--- src/rtl/timer_share_arbiter.sv ---
// timer_share_arbiter
//   Shares a single 4-bit countdown timer between two requesting clients.
//   Requests are arbitrated round-robin. The winner's duration is latched at
//   grant, and the timer counts it down at one step per prescaler tick. The
//   owner receives a one-cycle done pulse on expiry. If the owner withdraws
//   its request while the timer is loading or running, the transaction is
//   aborted without a done pulse.
//
// Parameters
//   TICK_DIV  clk cycles per timer tick (>= 1)
// Ports
//   clk    in   system clock
//   rst    in   asynchronous active-high reset
//   req    in   [1:0] per-client request, held until done or withdrawn
//   dur0   in   [3:0] client 0 duration in ticks, sampled at grant
//   dur1   in   [3:0] client 1 duration in ticks, sampled at grant
//   gnt    out  [1:0] one-hot timer owner during LOAD and RUN
//   done   out  [1:0] one-cycle expiry pulse to the owner
//   busy   out  high whenever the arbiter is not idle
//   count  out  [3:0] current timer value, 0 when not running
//   tick   out  prescaler pulse, only in RUN
module timer_share_arbiter #(
  parameter int unsigned TICK_DIV = 100_000_000
) (
  input  logic       clk,
  input  logic       rst,
  input  logic [1:0] req,
  input  logic [3:0] dur0,
  input  logic [3:0] dur1,
  output logic [1:0] gnt,
  output logic [1:0] done,
  output logic       busy,
  output logic [3:0] count,
  output logic       tick
);

  localparam int unsigned PW = (TICK_DIV > 1) ? $clog2(TICK_DIV) : 1;
  localparam logic [PW-1:0] PRESC_MAX = PW'(TICK_DIV - 1);

  typedef enum logic [1:0] {IDLE, LOAD, RUN, DONE} state_t;

  state_t        state;
  logic [1:0]    req_q;   // requests as sampled on the previous edge
  logic          last;    // client served (or aborted) most recently
  logic          owner;   // current timer owner
  logic [3:0]    dur_q;
  logic [PW-1:0] presc;

  logic win;
  logic owner_req;

  // Requests are registered before use. All arbitration and abort decisions
  // therefore act on the value sampled one edge earlier, which keeps req off
  // every output path.
  always_comb begin
    win = ~last;
    case (req_q)
      2'b01:   win = 1'b0;
      2'b10:   win = 1'b1;
      default: win = ~last;
    endcase
  end

  assign owner_req = req_q[owner];
  assign busy      = (state != IDLE);

  always_ff @(posedge clk or posedge rst) begin
    if (rst) begin
      state <= IDLE;
      req_q <= '0;
      last  <= 1'b1;
      owner <= 1'b0;
      dur_q <= '0;
      presc <= '0;
      gnt   <= '0;
      done  <= '0;
      count <= '0;
      tick  <= 1'b0;
    end else begin
      req_q <= req;
      done  <= '0;
      tick  <= 1'b0;
      case (state)
        IDLE: begin
          if (|req_q) begin
            owner <= win;
            dur_q <= win ? dur1 : dur0;
            gnt   <= win ? 2'b10 : 2'b01;
            state <= LOAD;
          end
        end
        LOAD: begin
          if (!owner_req) begin
            state <= IDLE;
            gnt   <= '0;
            count <= '0;
            presc <= '0;
            last  <= owner;
          end else begin
            count <= dur_q;
            presc <= '0;
            state <= RUN;
          end
        end
        RUN: begin
          // Withdrawal beats expiry; expiry is tested before any tick so the
          // count never wraps below zero.
          if (!owner_req) begin
            state <= IDLE;
            gnt   <= '0;
            count <= '0;
            presc <= '0;
            last  <= owner;
          end else if (count == '0) begin
            state <= DONE;
            gnt   <= '0;
            done  <= owner ? 2'b10 : 2'b01;
            presc <= '0;
          end else if (presc == PRESC_MAX) begin
            presc <= '0;
            tick  <= 1'b1;
            count <= count - 1'b1;
          end else begin
            presc <= presc + 1'b1;
          end
        end
        DONE: begin
          last  <= owner;
          state <= IDLE;
        end
        default: state <= IDLE;
      endcase
    end
  end

endmodule

--- config.mk ---
export PLATFORM = sky130hd
export DESIGN_NAME = timer_share_arbiter
export DESIGN_NICKNAME = d
export VERILOG_FILES = /design/src/rtl/timer_share_arbiter.sv
export SDC_FILE = /design/constraint.sdc
export NUM_CORES = 1
export LEC_CHECK = 0
export CORE_MARGIN = 5
export CORE_UTILIZATION = 55
export DETAILED_ROUTE_END_ITERATION = 16
export PLACE_DENSITY_LB_ADDON = 0.25
export SYNTH_ARGS = -nofsm -noshare
export SYNTH_HDL_FRONTEND = slang
export SYNTH_SLANG_ARGS = --single-unit
--- constraint.sdc ---
create_clock -name clk -period 2.6 [get_ports clk]
set_input_delay 0.52 -clock clk [delete_from_list [all_inputs] [get_ports clk]]
set_output_delay 0.52 -clock clk [all_outputs]
set_load 0.005 [all_outputs]
==> metrics.cfg <==
[layout]
final_common_cell=dfrtp_1
instances_no_fill=346
diodes=0
area_growth_pct=13.7
final_cell_mix=dfrtp_1, nor2_1, nand2_1, clkdlybuf4s50_1, inv_1
nNetsFinal=312
layout-drive-gt1-share_pct=9.25
fin_area_um2=2970

[critical_path]
critPathMaxFanout=10
start_kind=flip-flop
worstPathArrival_ns=2.53
path_class=flip-flop to flip-flop
required_ns=2.84
end_kind=flip-flop

[global_route]
grt_pass1_wl_mm=9.14
grt_pass1_vias=1899
antenna_found_initial=0
grt-ovfl-total=0
grtUsageTotal_pct=18.6
grt_max_degree=22

[drt]
drc=0
antenna_left=0
first_iter_violations=150
wl_per_cell_um=14.8
drt_wl_total_mm=5.13
drtPass1Iterations=4
viasPerCell=5.67
num_vias=1962

[logic_synthesis]
syn-cell-area_um2=2620
post_synth_num_cell_types=56
syn_inst=267
ys_seq_area_share_pct=44.1
synthXorXnorAreaFrac_pct=6.70
synth_fa_ha_area_share_pct=4.31
syn_area_per_cell_um2=9.79
synthMuxAreaShare_pct=4.31
synth_edf_count=0
synthArstFlopShare_pct=100
synth_top_family_by_area=simple AND/OR/NAND/NOR gates
synth-compound-area-share_pct=9.76
ys_ff_latch=46
synthSimpleGateAreaFrac_pct=25.9
synthFlopType=dfrtp_1
synth_warnings=0
synthesis.nets=288

[floorplanning]
dieArea_um2=6230
fp.dieH_um=79.0
rows=25
num_io_pins=22
initial_core_util_pct=56.1
design.core.area_um2=4660
chipWidth_um=79.0

[power_and_ir_drop]
seqPwrFrac_pct=38.4
combinationalPowerShare_pct=39.6
swShare_pct=36.6
p_sw_mw=0.859
p_leak_nw=1.24
power.internal_mw=1.49
powerDensity_nw_per_um2=789
p_clk_share_pct=22.0
max-vdd-ir-drop_mv=0.674

[placement]
dp.cells=338
portBuffers=21
gp_congestion=0.828
placed_cell_area_um2=2870
dp_hpwl_mm=3.77

[timing]
setup_violations=0
tightest_slew_ns=0.652
fin_crit_sh_pct=88.2
hold_viol_final=0
maxSlewHeadroom_pct=56.4
slew_violations=0
fin_setup_tns_ns=0
rsz0062_at_grt=false
skew_ns=0.00357
max_clock_freq_mhz=436
post-route-min-period_ns=2.29

[clock_network]
postCtsSetupRepairBufs=0
clock_sinks=46
cts_buffers=5
cts.clk_slew.worst_paths_ns=0.08
hold_buffers=0
clk-insertion-delay-late_ns=0.30
clock_tree.root_cell=clkbuf_8
cts_resized=0
h-tree-depth=2
cts-root-to-sink-buffers=2
cts_tree=yes

[outcome]
status=finished, final reports clean

[run]
cap_viol_max_count=0

[hold_path]
hold_class=flip-flop to flip-flop

[stage by stage]
stage | worst slack [ns] | power [mW] | hold WS (ns) | util, %
final | 0.307 | 2.35 | 0.502 | 63.8
after global routing | 0.101 | 2.55 | 0.518 | 63.8
after CTS | 0.337 | 2.37 | 0.503 | 63.8
after detailed placement | 0.326 | 1.85 | 0.483 | 61.5
after global placement | 0.350 | 1.83 | 0.470 | 61.5
after floorplan | 0.643 | 1.59 | 0.442 | -
[final timing paths]
kind | slack (ns) | from | end | cells after the start
min reg2reg | 0.50 | dur_q[0]$_DFFE_PP0P_ | dur_q[0]$_DFFE_PP0P_ | 2
max reg2reg | 0.31 | count[0]$_DFFE_PP0P_ | gnt[1]$_DFFE_PP0P_ | 8
min in group asynchronous | 0.51 | rst | dur_q[2]$_DFFE_PP0P_ | 2
max in group asynchronous | 1.55 | rst | presc[3]$_DFFE_PP0N_ | 3
max | 0.31 | count[0]$_DFFE_PP0P_ | gnt[1]$_DFFE_PP0P_ | 8
min | 0.50 | dur_q[0]$_DFFE_PP0P_ | dur_q[0]$_DFFE_PP0P_ | 2
[critical path: stages, from the launching register on]
cell	delay, ns
dfrtp_1	0.40
inv_1	0.16
ha_1	0.16
nor3b_1	0.54
nor3b_2	0.09
buf_4	0.20
a211o_1	0.33
o31ai_1	0.21
a22o_1	0.15
[synth_stat cells (2+ instances only)]
library cell / instances / area, um2
nand2_1: 23 / 86.3
buf_6: 4 / 45.0
or4_1: 2 / 15.0
nand3_1: 13 / 65.1
a31oi_1: 3 / 18.8
o21ai_0: 8 / 40.0
a21oi_1: 3 / 15.0
and3_1: 4 / 25.0
mux2_2: 2 / 22.5
mux2i_1: 9 / 90.1
nand4_1: 6 / 37.5
nor4bb_1: 3 / 30.0
nor2_1: 34 / 128
a22o_1: 2 / 17.5
o211ai_1: 3 / 22.5
dfrtp_1: 45 / 1130
and2_1: 2 / 12.5
o31ai_1: 3 / 22.5
inv_1: 15 / 56.3
nor2b_1: 3 / 18.8
a32oi_1: 2 / 17.5
ha_1: 9 / 113
nor3_1: 6 / 30.0
and4_1: 3 / 26.3
nor4_1: 5 / 31.3
clkbuf_1: 4 / 15.0
xnor2_1: 13 / 114
o2bb2ai_1: 4 / 35.0
xor2_1: 7 / 61.3
[kinds of logic (layout without fill, tap and decap cells)]
family	count (synthesis)	after routing
fa+ha+maj	9	9
buf+inv	26	51
xor+xnor	20	20
mux	11	11
simple gates	120	120
flops	46	46
compound gates	35	35
[flip-flops by register name (all words and copies together), names as in the netlist]
| signal | count |
|---|---|
| state | 2 |
| dur_q | 4 |
| gnt | 2 |
| presc | 27 |
| tick | 1 |
| count | 4 |
| last | 1 |
| owner | 1 |
| req_q | 2 |
| done | 2 |
[metal layers]
metal | share of wire (%) | wire, um | global-route usage (%)
met5 | 0 | 0 | 0
met4 | 1.2 | 64 | 5.15
met3 | 2.8 | 142 | 4.08
met2 | 44 | 2240 | 27.5
met1 | 52 | 2680 | 27.4
[layout make-up]
cell class | count | area (um2)
Multi-Input combinational cell | 195 | 1330
Inverter | 16 | 60.1
Fill cell | 383 | 1690
Clock buffer | 7 | 76.3
Sequential cell | 46 | 1150
Timing Repair Buffer | 27 | 255
Clock inverter | 1 | 30.0
Tap cell | 54 | 67.6
[power by group through the flow]
| stage | logic, mW | clock network, mW | registers, mW |
|---|---|---|---|
| floorplan | 0.691 | 0 | 0.896 |
| global placement | 0.919 | 0 | 0.914 |
| detailed placement | 0.934 | 0 | 0.916 |
| CTS | 0.935 | 0.536 | 0.903 |
| global route | 1.06 | 0.572 | 0.920 |
| finish | 0.930 | 0.516 | 0.902 |
No activity file was read; power rests on OpenSTA's default activity.
